$ cat src/rtl/imem_loader_if.sv
// imem_loader_if
//   Bundles the byte-stream handshake and the IMEM write / status signals of
//   the instruction-memory loader.
//   Signals:
//     rxValid, rxData   byte stream into the loader
//     rxReady           loader can accept a byte this cycle
//     imemWEn           single-cycle IMEM write strobe
//     imemAddr          IMEM word address for the write
//     imemWData         IMEM write data
//     cpuHold           keep the processor PC in reset
//     loadDone          last load completed OK (sticky)
//     loadErr           last load failed (sticky)
//   Modports:
//     master  the loader (drives rxReady, the write port and the status)
//     slave   the environment (drives rxValid/rxData, observes the rest)
interface imem_loader_if #(
  parameter int ADDR_W = 4
);
  logic              rxValid;
  logic [7:0]        rxData;
  logic              rxReady;
  logic              imemWEn;
  logic [ADDR_W-1:0] imemAddr;
  logic [31:0]       imemWData;
  logic              cpuHold;
  logic              loadDone;
  logic              loadErr;

  modport master (
    input  rxValid, rxData,
    output rxReady, imemWEn, imemAddr, imemWData, cpuHold, loadDone, loadErr
  );

  modport slave (
    output rxValid, rxData,
    input  rxReady, imemWEn, imemAddr, imemWData, cpuHold, loadDone, loadErr
  );
endinterface

$ cat src/rtl/imem_loader.sv
// imem_loader
//   Receives a framed byte stream (0xA5 sync, word count N, N*4 little-endian
//   data bytes, optional checksum byte) and writes 32-bit words into IMEM.
//   Holds the processor off while an image loads, releases it on success and
//   flags count/timeout/checksum errors.
//   Ports:
//     sysCLK  system clock, all state on posedge
//     nRST    asynchronous active-low reset
//     bus     imem_loader_if.master (byte handshake, IMEM write port, status)
//   Parameters:
//     ADDR_W   IMEM word-address width (<= 8); image limited to 2**ADDR_W words
//     TIMEOUT  idle cycles allowed between accepted bytes mid-frame; 0 disables
//   Build option:
//     LOADER_CHECKSUM_EN  when defined, a trailing byte equal to the XOR of all
//                         data bytes is required before the load is declared done.
module imem_loader #(
  parameter int ADDR_W  = 4,
  parameter int TIMEOUT = 1024
) (
  input logic         sysCLK,
  input logic         nRST,
  imem_loader_if.master bus
);

  localparam logic [7:0] SYNC  = 8'hA5;
  localparam logic [8:0] MAX_N = 9'(1 << ADDR_W);
  localparam int         TW    = (TIMEOUT > 2) ? $clog2(TIMEOUT) : 1;
  localparam logic [TW-1:0] T_LAST = TW'((TIMEOUT > 0) ? TIMEOUT - 1 : 0);

  typedef enum logic [2:0] {
    IDLE,
    COUNT,
    DATA,
    WRITE,
`ifdef LOADER_CHECKSUM_EN
    CHECK,
`endif
    DONE,
    ERR
  } state_t;

  state_t            state, state_nxt;
  logic [ADDR_W:0]   words_left;
  logic [1:0]        byte_cnt;
  logic [TW-1:0]     timer;
  logic [31:0]       word;
  logic [ADDR_W-1:0] addr;
  logic              hold, done, err;
`ifdef LOADER_CHECKSUM_EN
  logic [7:0]        csum;
`endif

  logic       accept;
  logic       is_sync;
  logic       start;
  logic       timed;
  logic       timeout_hit;
  logic [8:0] n_ext;
  logic       n_bad;

  assign bus.rxReady   = (state != WRITE);
  assign bus.imemWEn   = (state == WRITE);
  assign bus.imemAddr  = addr;
  assign bus.imemWData = word;
  assign bus.cpuHold   = hold;
  assign bus.loadDone  = done;
  assign bus.loadErr   = err;

  assign accept  = bus.rxValid && bus.rxReady;
  assign is_sync = (bus.rxData == SYNC);
  assign start   = accept && is_sync &&
                   (state == IDLE || state == DONE || state == ERR);
  assign n_ext   = {1'b0, bus.rxData};
  assign n_bad   = (n_ext == 9'd0) || (n_ext > MAX_N);

`ifdef LOADER_CHECKSUM_EN
  assign timed = (state == COUNT) || (state == DATA) || (state == CHECK);
`else
  assign timed = (state == COUNT) || (state == DATA);
`endif
  // An accepted byte on the expiring cycle still counts as on time.
  assign timeout_hit = (TIMEOUT != 0) && timed && !accept && (timer == T_LAST);

  always_ff @(posedge sysCLK or negedge nRST) begin
    if (!nRST) state <= IDLE;
    else       state <= state_nxt;
  end

  always_comb begin
    state_nxt = state;
    case (state)
      IDLE, DONE, ERR: if (start) state_nxt = COUNT;
      COUNT: begin
        if (accept)           state_nxt = n_bad ? ERR : DATA;
        else if (timeout_hit) state_nxt = ERR;
      end
      DATA: begin
        if (accept && byte_cnt == 2'd3) state_nxt = WRITE;
        else if (timeout_hit)           state_nxt = ERR;
      end
      WRITE: begin
`ifdef LOADER_CHECKSUM_EN
        if (words_left == 1) state_nxt = CHECK;
`else
        if (words_left == 1) state_nxt = DONE;
`endif
        else                 state_nxt = DATA;
      end
`ifdef LOADER_CHECKSUM_EN
      CHECK: begin
        if (accept)           state_nxt = (bus.rxData == csum) ? DONE : ERR;
        else if (timeout_hit) state_nxt = ERR;
      end
`endif
      default: state_nxt = IDLE;
    endcase
  end

  always_ff @(posedge sysCLK or negedge nRST) begin
    if (!nRST) begin
      words_left <= '0;
      byte_cnt   <= '0;
      timer      <= '0;
      word       <= '0;
      addr       <= '0;
      hold       <= 1'b0;
      done       <= 1'b0;
      err        <= 1'b0;
`ifdef LOADER_CHECKSUM_EN
      csum       <= '0;
`endif
    end else begin
      if (timed && !accept) timer <= timer + 1'b1;
      else                  timer <= '0;

      if (start) begin
        hold     <= 1'b1;
        done     <= 1'b0;
        err      <= 1'b0;
        addr     <= '0;
        byte_cnt <= '0;
`ifdef LOADER_CHECKSUM_EN
        csum     <= '0;
`endif
      end

      if (state == COUNT && accept && !n_bad) words_left <= n_ext[ADDR_W:0];

      // Little-endian assembly: the first byte ends up in [7:0].
      if (state == DATA && accept) begin
        word     <= {bus.rxData, word[31:8]};
        byte_cnt <= byte_cnt + 1'b1;
`ifdef LOADER_CHECKSUM_EN
        csum     <= csum ^ bus.rxData;
`endif
      end

      // The address stays on the last written word so a full image cannot wrap it.
      if (state == WRITE) begin
        words_left <= words_left - 1'b1;
        if (words_left != 1) addr <= addr + 1'b1;
      end

      if (state_nxt == DONE && state != DONE) begin
        hold <= 1'b0;
        done <= 1'b1;
      end
      if (state_nxt == ERR && state != ERR) err <= 1'b1;
    end
  end

endmodule

$ cat src/flat_wrapper.sv
// flat-port wrapper written by rule: the top's interface ports become plain ports
module imem_loader_flat 
#(
  parameter int ADDR_W  = 4,
  parameter int TIMEOUT = 1024
)
  (sysCLK, nRST, bus_rxValid, bus_rxData, bus_rxReady, bus_imemWEn, bus_imemAddr, bus_imemWData, bus_cpuHold, bus_loadDone, bus_loadErr);
  imem_loader_if #(.ADDR_W(ADDR_W)) bus_i ();
  input logic sysCLK;
  input logic nRST;
  input wire logic [$bits(bus_i.rxValid)-1:0] bus_rxValid;
  input wire logic [$bits(bus_i.rxData)-1:0] bus_rxData;
  output wire logic [$bits(bus_i.rxReady)-1:0] bus_rxReady;
  output wire logic [$bits(bus_i.imemWEn)-1:0] bus_imemWEn;
  output wire logic [$bits(bus_i.imemAddr)-1:0] bus_imemAddr;
  output wire logic [$bits(bus_i.imemWData)-1:0] bus_imemWData;
  output wire logic [$bits(bus_i.cpuHold)-1:0] bus_cpuHold;
  output wire logic [$bits(bus_i.loadDone)-1:0] bus_loadDone;
  output wire logic [$bits(bus_i.loadErr)-1:0] bus_loadErr;
  assign bus_i.rxValid = bus_rxValid;
  assign bus_i.rxData = bus_rxData;
  assign bus_rxReady = bus_i.rxReady;
  assign bus_imemWEn = bus_i.imemWEn;
  assign bus_imemAddr = bus_i.imemAddr;
  assign bus_imemWData = bus_i.imemWData;
  assign bus_cpuHold = bus_i.cpuHold;
  assign bus_loadDone = bus_i.loadDone;
  assign bus_loadErr = bus_i.loadErr;
  imem_loader #(.ADDR_W(ADDR_W), .TIMEOUT(TIMEOUT)) u_core (.sysCLK(sysCLK), .nRST(nRST), .bus(bus_i));
endmodule
$ cat config.mk
export PLATFORM = sky130hd
export DESIGN_NAME = imem_loader_flat
export DESIGN_NICKNAME = d
export VERILOG_FILES = /design/src/rtl/imem_loader_if.sv /design/src/rtl/imem_loader.sv /design/src/flat_wrapper.sv
export SDC_FILE = /design/constraint.sdc
export NUM_CORES = 1
export LEC_CHECK = 0
export ABC_AREA = 0
export CAP_MARGIN = 10
export CORE_MARGIN = 2
export CORE_UTILIZATION = 44
export CTS_BUF_LIST = sky130_fd_sc_hd__clkbuf_16
export CTS_CLUSTER_SIZE = 30
export DETAILED_ROUTE_END_ITERATION = 10
export GPL_TIMING_DRIVEN = 0
export HOLD_SLACK_MARGIN = 0.15
export PLACE_DENSITY = 0.71
export SLEW_MARGIN = 20
export SYNTH_ARGS = -nofsm -noshare
export SYNTH_HDL_FRONTEND = slang
export SYNTH_SLANG_ARGS = --single-unit
$ cat constraint.sdc
create_clock -name sysCLK -period 2.3 [get_ports sysCLK]
set_input_delay 0.575 -clock sysCLK [delete_from_list [all_inputs] [get_ports sysCLK]]
set_output_delay 0.575 -clock sysCLK [all_outputs]
set_load 0.01 [all_outputs]
==> results.yml, run 1 <==
critical_path:
  ff2ff_setup_slack_ns: 0.44
  crit_buf_inv: 2
  reg2reg_depth: 6
  max_stage_delay_ns: 0.52
  cp.required_ns: 1.73
  r2r-start: "u_core.state[1]"
  critical_path_arrival_ns: 1.61
  crit_end: "bus_rxReady"
  cpLargestDelayFamily: "buffers and inverters"
  startpoint_type: "register"
  cp_slowest_cell: "clkdlybuf4s50_1"
  cp_num_cells: 3
  cp-end-kind: "output pin"
  path_cells: "nand3b_1, buf_8, clkdlybuf4s50_1"
  crit_start: "u_core.state[0]"
  path_max_fanout: 7
  setup.worst_path.class: "register to output pin"
  reg2reg_to: "u_core.bus.imemWData[10]"
clocking:
  cts_max_path_buffers: 2
  cts_tree: "yes"
  clockRootBuffer: "clkbuf_16"
  clkTransAtPathRegs_ns: 0.05
  numCtsBuffers: 9
  cts.sinks: 59
  clk_latency_ns: 0.32
  h-tree-depth: 3
yosys:
  synth.cell_area_sq_um: 2610
  synth.avg_cell_area_sq_um: 9.10
  ys_seq_area_share_pct: 56.5
  yosysWarningCount: 0
  synth_area_leader_cell: "dfrtp_1"
  syn_nets: 303
  ys_async_sr_fraction_pct: 100
  synth_edf_count: 0
  synth.distinct_cells: 36
  yosysTopAreaCellShare_pct: 56.5
  netlist_instances: 287
  yosys-top-cells-area: "dfrtp_1 57%, nand2_1 17%, nand3_1 3.3%"
  synth_ff_type: "dfrtp_1"
  synth-seq-cells: 59
sta:
  holdWs_ns: 0.455
  period_needed_ns: 2.19
  slew_headroom_pct: 63.8
  fin_crit_sh_pct: 95.0
  worst_pin_slew_ns: 0.535
  final-setup-viol-count: 0
  drv_slew: 0
  max_freq_ghz: 0.458
  worst_slack_ns: 0.115
  rsz0062_at_grt: "false"
  finalHoldViolations: 0
  tns_ns: 0
  fin_skew_ns: 0.00500
placement:
  post-place-ws_ns: -0.328
  place_congestion: 0.763
  placed_cells: 413
  placed_cell_area_sq_um: 3220
  io_buffers: 50
  dp_hpwl_um: 3980
global_routing:
  grt_pass1_vias: 2046
  antenna_found_initial: 0
  grt_pass1_wl_um: 9680
  grt_start_max_net_pins: 42
  grt_usage_pct: 19.3
  overflow: 0
power_and_ir_drop:
  vdd_drop_max_mv: 0.390
  swShare_pct: 21.6
  power_frac_comb_pct: 5.6
  clockPowerShare_pct: 50.9
  power.switching_uw: 539
  internal_power_mw: 1.96
  p_per_area_nw_per_um2: 697
  p_leak_nw: 1.75
  p_seq_share_pct: 43.5
floorplanning:
  die_h_um: 81.0
  core_area_sq_um: 5820
  die_x_um: 81.0
  dieArea_sq_um: 6570
  num_rows: 28
  io_pins: 52
  initial_core_util_pct: 44.9
min_path:
  hold_path.class: "register to register"
routing:
  dr.pass1.iters: 4
  drc: 0
  dr_total_vias: 2199
  final_antenna_net_count: 0
  drt-vias-per-instance: 5.07
  drt-initial-drc-count: 174
  wire_per_inst_um: 13.1
  wirelength_um: 5700
finish:
  nFillCells: 507
  fin_nets: 370
  layout_common_cells: "118 x nand2_1, 58 x dfrtp_1, 48 x clkdlybuf4s50_1"
  final_area_sq_um: 3580
  instances_no_fill: 434
  diodes: 0
  final_common_cell: "nand2_1"
  area_delta_synth_final_pct: 37.2
  drive_above_1_share_pct: 10.3
  multi_input_area_sq_um: 1070
  regArea_sq_um: 1480
outcome:
  status: "finished, final reports clean"
run:
  maxCapViolCount: 0
-- worst register-to-register path: cells and delay by family, from the launching register on --
family	cells	cell delay [ns]
AND/OR/NAND/NOR	4	0.94
flip-flops	1	0.41
buffers and inverters	2	0.40
-- how the worst min path moves through the flow --
| stage | to | slack (ns) | from | depth (start not counted) |
|---|---|---|---|---|
| after floorplan | u_core.bus.cpuHold | 0.28 | nRST | 0 |
| after global placement | u_core.timer[0] | 0.45 | u_core.timer[0] | 1 |
| after detailed placement | u_core.timer[0] | 0.45 | u_core.timer[0] | 1 |
| after CTS | u_core.timer[0] | 0.46 | u_core.timer[0] | 1 |
| after global routing | u_core.timer[0] | 0.49 | u_core.timer[0] | 1 |
| final | u_core.timer[0] | 0.45 | u_core.timer[0] | 1 |
-- layer usage --
metal / GRT usage [%] / vias to the layer above / share of wire (%)
met5: 0 / - / 0
met2: 29.5 / 49 / 48
met3: 3.67 / 9 / 4.1
li1: - / 1081 / -
met1: 26.6 / 1060 / 47
met4: 9.15 / 0 / 1.1
-- cell usage after synthesis (2+ instances only) --
cell type	instances
o211ai_1	4
a21oi_1	2
nand3_1	17
o21ai_0	8
nor2_1	11
or3_1	5
xor2_1	4
inv_1	8
nand2_1	118
dfrtp_1	59
a221o_1	2
ha_1	5
and2_1	2
nor4b_1	2
xnor2_1	4
nand4_1	4
clkbuf_1	8
a21boi_0	2
buf_2	4
nor3_1	2
-- area by class of cell --
cell class | instances | share of cell area (%)
multi-input combinational | 208 | 29.8
inverter | 8 | 0.838
timing repair buffer | 58 | 16.1
buffer | 10 | 1.50
clock inverter | 7 | 1.68
clock buffer | 9 | 6.28
sequential | 59 | 41.2
tap | 75 | 2.62
-- through the flow --
stage | power (mW) | util [%]
4_1_cts | 2.52 | 61.0
2_1_floorplan | 1.15 | -
3_5_place_dp | 1.24 | 55.4
5_1_grt | 2.59 | 61.6
3_3_place_gp | 1.23 | 55.1
6_report | 2.50 | 61.6
-- state kept, by name, indices dropped and copies added, names as in the netlist --
register	flops
u_core.bus.imemWData	32
u_core.bus.loadErr	1
u_core.bus.loadDone	1
u_core.bus.cpuHold	1
u_core.byte_cnt	2
u_core.timer	10
u_core.state	3
u_core.words_left	5
u_core.bus.imemAddr	4
-- cells by family (layout without fill, tap and decap cells) --
kind of cell             after synthesis  in the layout  synth area share (%)
AO/OA/AOI/OAI                         24             24                  6.18
XOR/XNOR                               8              8                  2.68
adder cells (fa/ha/maj)                5              5                  2.40
buffers and inverters                 20             92                  3.07
flip-flops                            59             59                  56.5
AND/OR/NAND/NOR                      171            171                  29.1
-- timing repair --
| item | CTS | global route |
|---|---|---|
| gates resized for setup | 4 | 6 |
| pin swaps | 1 | 1 |
| hold buffers | 1 | 0 |
| endpoints found under the hold margin | 18 | 0 |
| endpoints found under the setup margin | 3 | 10 |
| setup buffers | 2 | 4 |
-- power by group through the flow --
| stage | clock, mW | combinational, mW | sequential, mW |
|---|---|---|---|
| 2_1_floorplan | 0 | 0.0435 | 1.11 |
| 3_3_place_gp | 0 | 0.128 | 1.11 |
| 3_5_place_dp | 0 | 0.133 | 1.10 |
| 4_1_cts | 1.29 | 0.142 | 1.09 |
| 5_1_grt | 1.34 | 0.157 | 1.09 |
| 6_report | 1.27 | 0.139 | 1.09 |
(Power assumes the default switching activity.)
==> inputs of run 2 (changes only) <==
--- a/config.mk
+++ b/config.mk
@@ -9,7 +9,7 @@
 export CAP_MARGIN = 10
 export CORE_MARGIN = 2
 export CORE_UTILIZATION = 44
-export CTS_BUF_LIST = sky130_fd_sc_hd__clkbuf_16
+export CTS_BUF_LIST = sky130_fd_sc_hd__clkbuf_8
 export CTS_CLUSTER_SIZE = 30
 export DETAILED_ROUTE_END_ITERATION = 10
 export GPL_TIMING_DRIVEN = 0
==> run 2 against run 1 <==
Against the previous run: power is 14% lower; cell count is 0.69% lower; combinational power hardly changed; clock skew is 0.0025 ns higher; design area is 3.5% lower; sequential power hardly changed; wire length is 0.72% lower; non-clock buffer count is 3 lower; flip-flop and latch count stayed put; global-route usage is 0.26 points higher; count of clock-buffer cells in the layout is 1 higher; utilization is 2.1 points lower; largest cell class unchanged.
==> results.yml, run 2 (same netlist as run 1, synthesis figures left out) <==
sta:
  worst_slack_ns: 0.0898
  holdWs_ns: 0.455
  fin_crit_sh_pct: 96.1
  period_needed_ns: 2.21
  drv_slew: 0
  slew_headroom_pct: 65.6
  finalHoldViolations: 0
  final-setup-viol-count: 0
  fin_skew_ns: 0.00746
  worst_pin_slew_ns: 0.509
  max_freq_ghz: 0.452
  tns_ns: 0
clocking:
  h-tree-depth: 3
  cts_tree: "yes"
  clkTransAtPathRegs_ns: 0.07
  cts.sinks: 59
  clk_latency_ns: 0.33
  numCtsBuffers: 9
  cts_max_path_buffers: 2
  clockRootBuffer: "clkbuf_8"
outcome:
  status: "finished, final reports clean"
finish:
  final_common_cell: "nand2_1"
  largest_reg_flops: 32
  final_area_sq_um: 3460
  final_core_utilization_pct: 59.5
  area_delta_synth_final_pct: 32.5
  diodes: 0
  drive_above_1_share_pct: 9.55
  nFillCells: 531
  multi_input_area_sq_um: 1060
  fin_nets: 367
  regArea_sq_um: 1480
  layout_common_cells: "118 x nand2_1, 58 x dfrtp_1, 48 x clkdlybuf4s50_1"
critical_path:
  crit_start: "u_core.state[2]"
  critical_path_arrival_ns: 1.64
  startpoint_type: "register"
  cp_slowest_cell: "clkdlybuf4s50_1"
  ff2ff_setup_slack_ns: 0.45
  crit_end: "bus_imemWEn"
  path_max_fanout: 5
  cp-end-kind: "output pin"
  max_stage_delay_ns: 0.55
  r2r-start: "u_core.state[1]"
  setup.worst_path.class: "register to output pin"
  reg2reg_depth: 6
  reg2reg_to: "u_core.bus.imemWData[7]"
  cpLargestDelayFamily: "buffers and inverters"
  cp_num_cells: 3
  crit_buf_inv: 2
  path_cells: "nand3b_1, inv_2, clkdlybuf4s50_1"
  cp.required_ns: 1.73
floorplanning:
  num_rows: 28
  initial_core_util_pct: 44.9
  io_pins: 52
  dieArea_sq_um: 6570
  die_x_um: 81.0
  core_area_sq_um: 5820
  die_h_um: 81.0
placement:
  placed_cell_area_sq_um: 3220
  io_buffers: 50
  post-place-ws_ns: -0.328
  place_congestion: 0.763
  dp_hpwl_um: 3980
power_and_ir_drop:
  p_per_area_nw_per_um2: 622
  vdd_drop_max_mv: 0.286
  p_leak_nw: 1.67
global_routing:
  antenna_found_initial: 0
  grt_pass1_wl_um: 9730
  overflow: 0
  grt_pass1_vias: 2015
  grt_usage_pct: 19.6
  grt_start_max_net_pins: 42
routing:
  final_antenna_net_count: 0
  dr_wl_met2_um: 2750
  dr.pass1.iters: 4
  wl_met3_um: 205
  drt-vias-per-instance: 5.06
  drt-initial-drc-count: 181
  routed.top_layer: "met4"
  wirelength_um: 5660
  wire_per_inst_um: 13.1
  dr_total_vias: 2180
  wirelength_met1_um: 2640
  drc: 0
min_path:
  min_path_cells: 1
  hold_path.class: "register to register"
run:
  maxCapViolCount: 0
run 2: changes by cell type in the layout (fill, tap and decap cells not counted), sizes merged:
| cell | before | now |
|---|---|---|
| clkbuf | 14 | 16 |
| buf | 13 | 9 |
| clkinv | 4 | 3 |
| dlymetal6s2s | 1 | 0 |
| dlygate4sd2 | 0 | 1 |
run 2: routing by layer:
layer | global-route usage [%] | vias to the layer above
li1 | - | 1074
met1 | 26.3 | 1042
met2 | 29.8 | 56
met3 | 4.67 | 8
met4 | 9.66 | 0
met5 | 0 | -
run 2: where the power goes:
group          total, mW  internal, mW  switching, mW
clock              0.928         0.520          0.409
sequential          1.08          1.06         0.0225
combinational      0.139        0.0716         0.0673
run 2: worst min path at each step:
stage                     from                  to  slack [ns]
2_1_floorplan             nRST  u_core.bus.cpuHold        0.28
3_3_place_gp   u_core.timer[0]     u_core.timer[0]        0.45
5_1_grt        u_core.timer[0]     u_core.timer[0]        0.49
4_1_cts        u_core.timer[0]     u_core.timer[0]        0.46
3_5_place_dp   u_core.timer[0]     u_core.timer[0]        0.45
6_report       u_core.timer[0]     u_core.timer[0]        0.45
run 2: cell type report:
class / instances / share of cell area, %
timing repair buffer: 55 / 15.9
multi-input combinational: 208 / 30.7
tap: 75 / 2.71
clock inverter: 6 / 1.63
buffer: 10 / 1.52
inverter: 8 / 0.868
clock buffer: 10 / 3.98
sequential: 59 / 42.7
run 2: repair_timing:
item	in CTS	in global routing
setup endpoints to repair	3	7
endpoints found under the hold margin	18	0
pin swaps	1	0
resized for setup	6	2
hold buffers	1	0
buffers inserted	2	1
cloned	0	0
run 2: through the flow:
| step | std cells | total power [mW] |
|---|---|---|
| after floorplan | 287 | 1.15 |
| after CTS | 432 | 2.18 |
| final | 431 | 2.15 |
| after global routing | 431 | 2.25 |
| after global placement | 412 | 1.23 |
| after detailed placement | 413 | 1.24 |
==> inputs of run 3 (changes only) <==
--- a/config.mk
+++ b/config.mk
@@ -6,6 +6,7 @@
 export NUM_CORES = 1
 export LEC_CHECK = 0
 export ABC_AREA = 0
+export ABC_CLOCK_PERIOD_IN_PS = 2300
 export CAP_MARGIN = 10
 export CORE_MARGIN = 2
 export CORE_UTILIZATION = 44
==> results of run 3 <==
Final layout, timing and power as in run 2 (identical DEF).
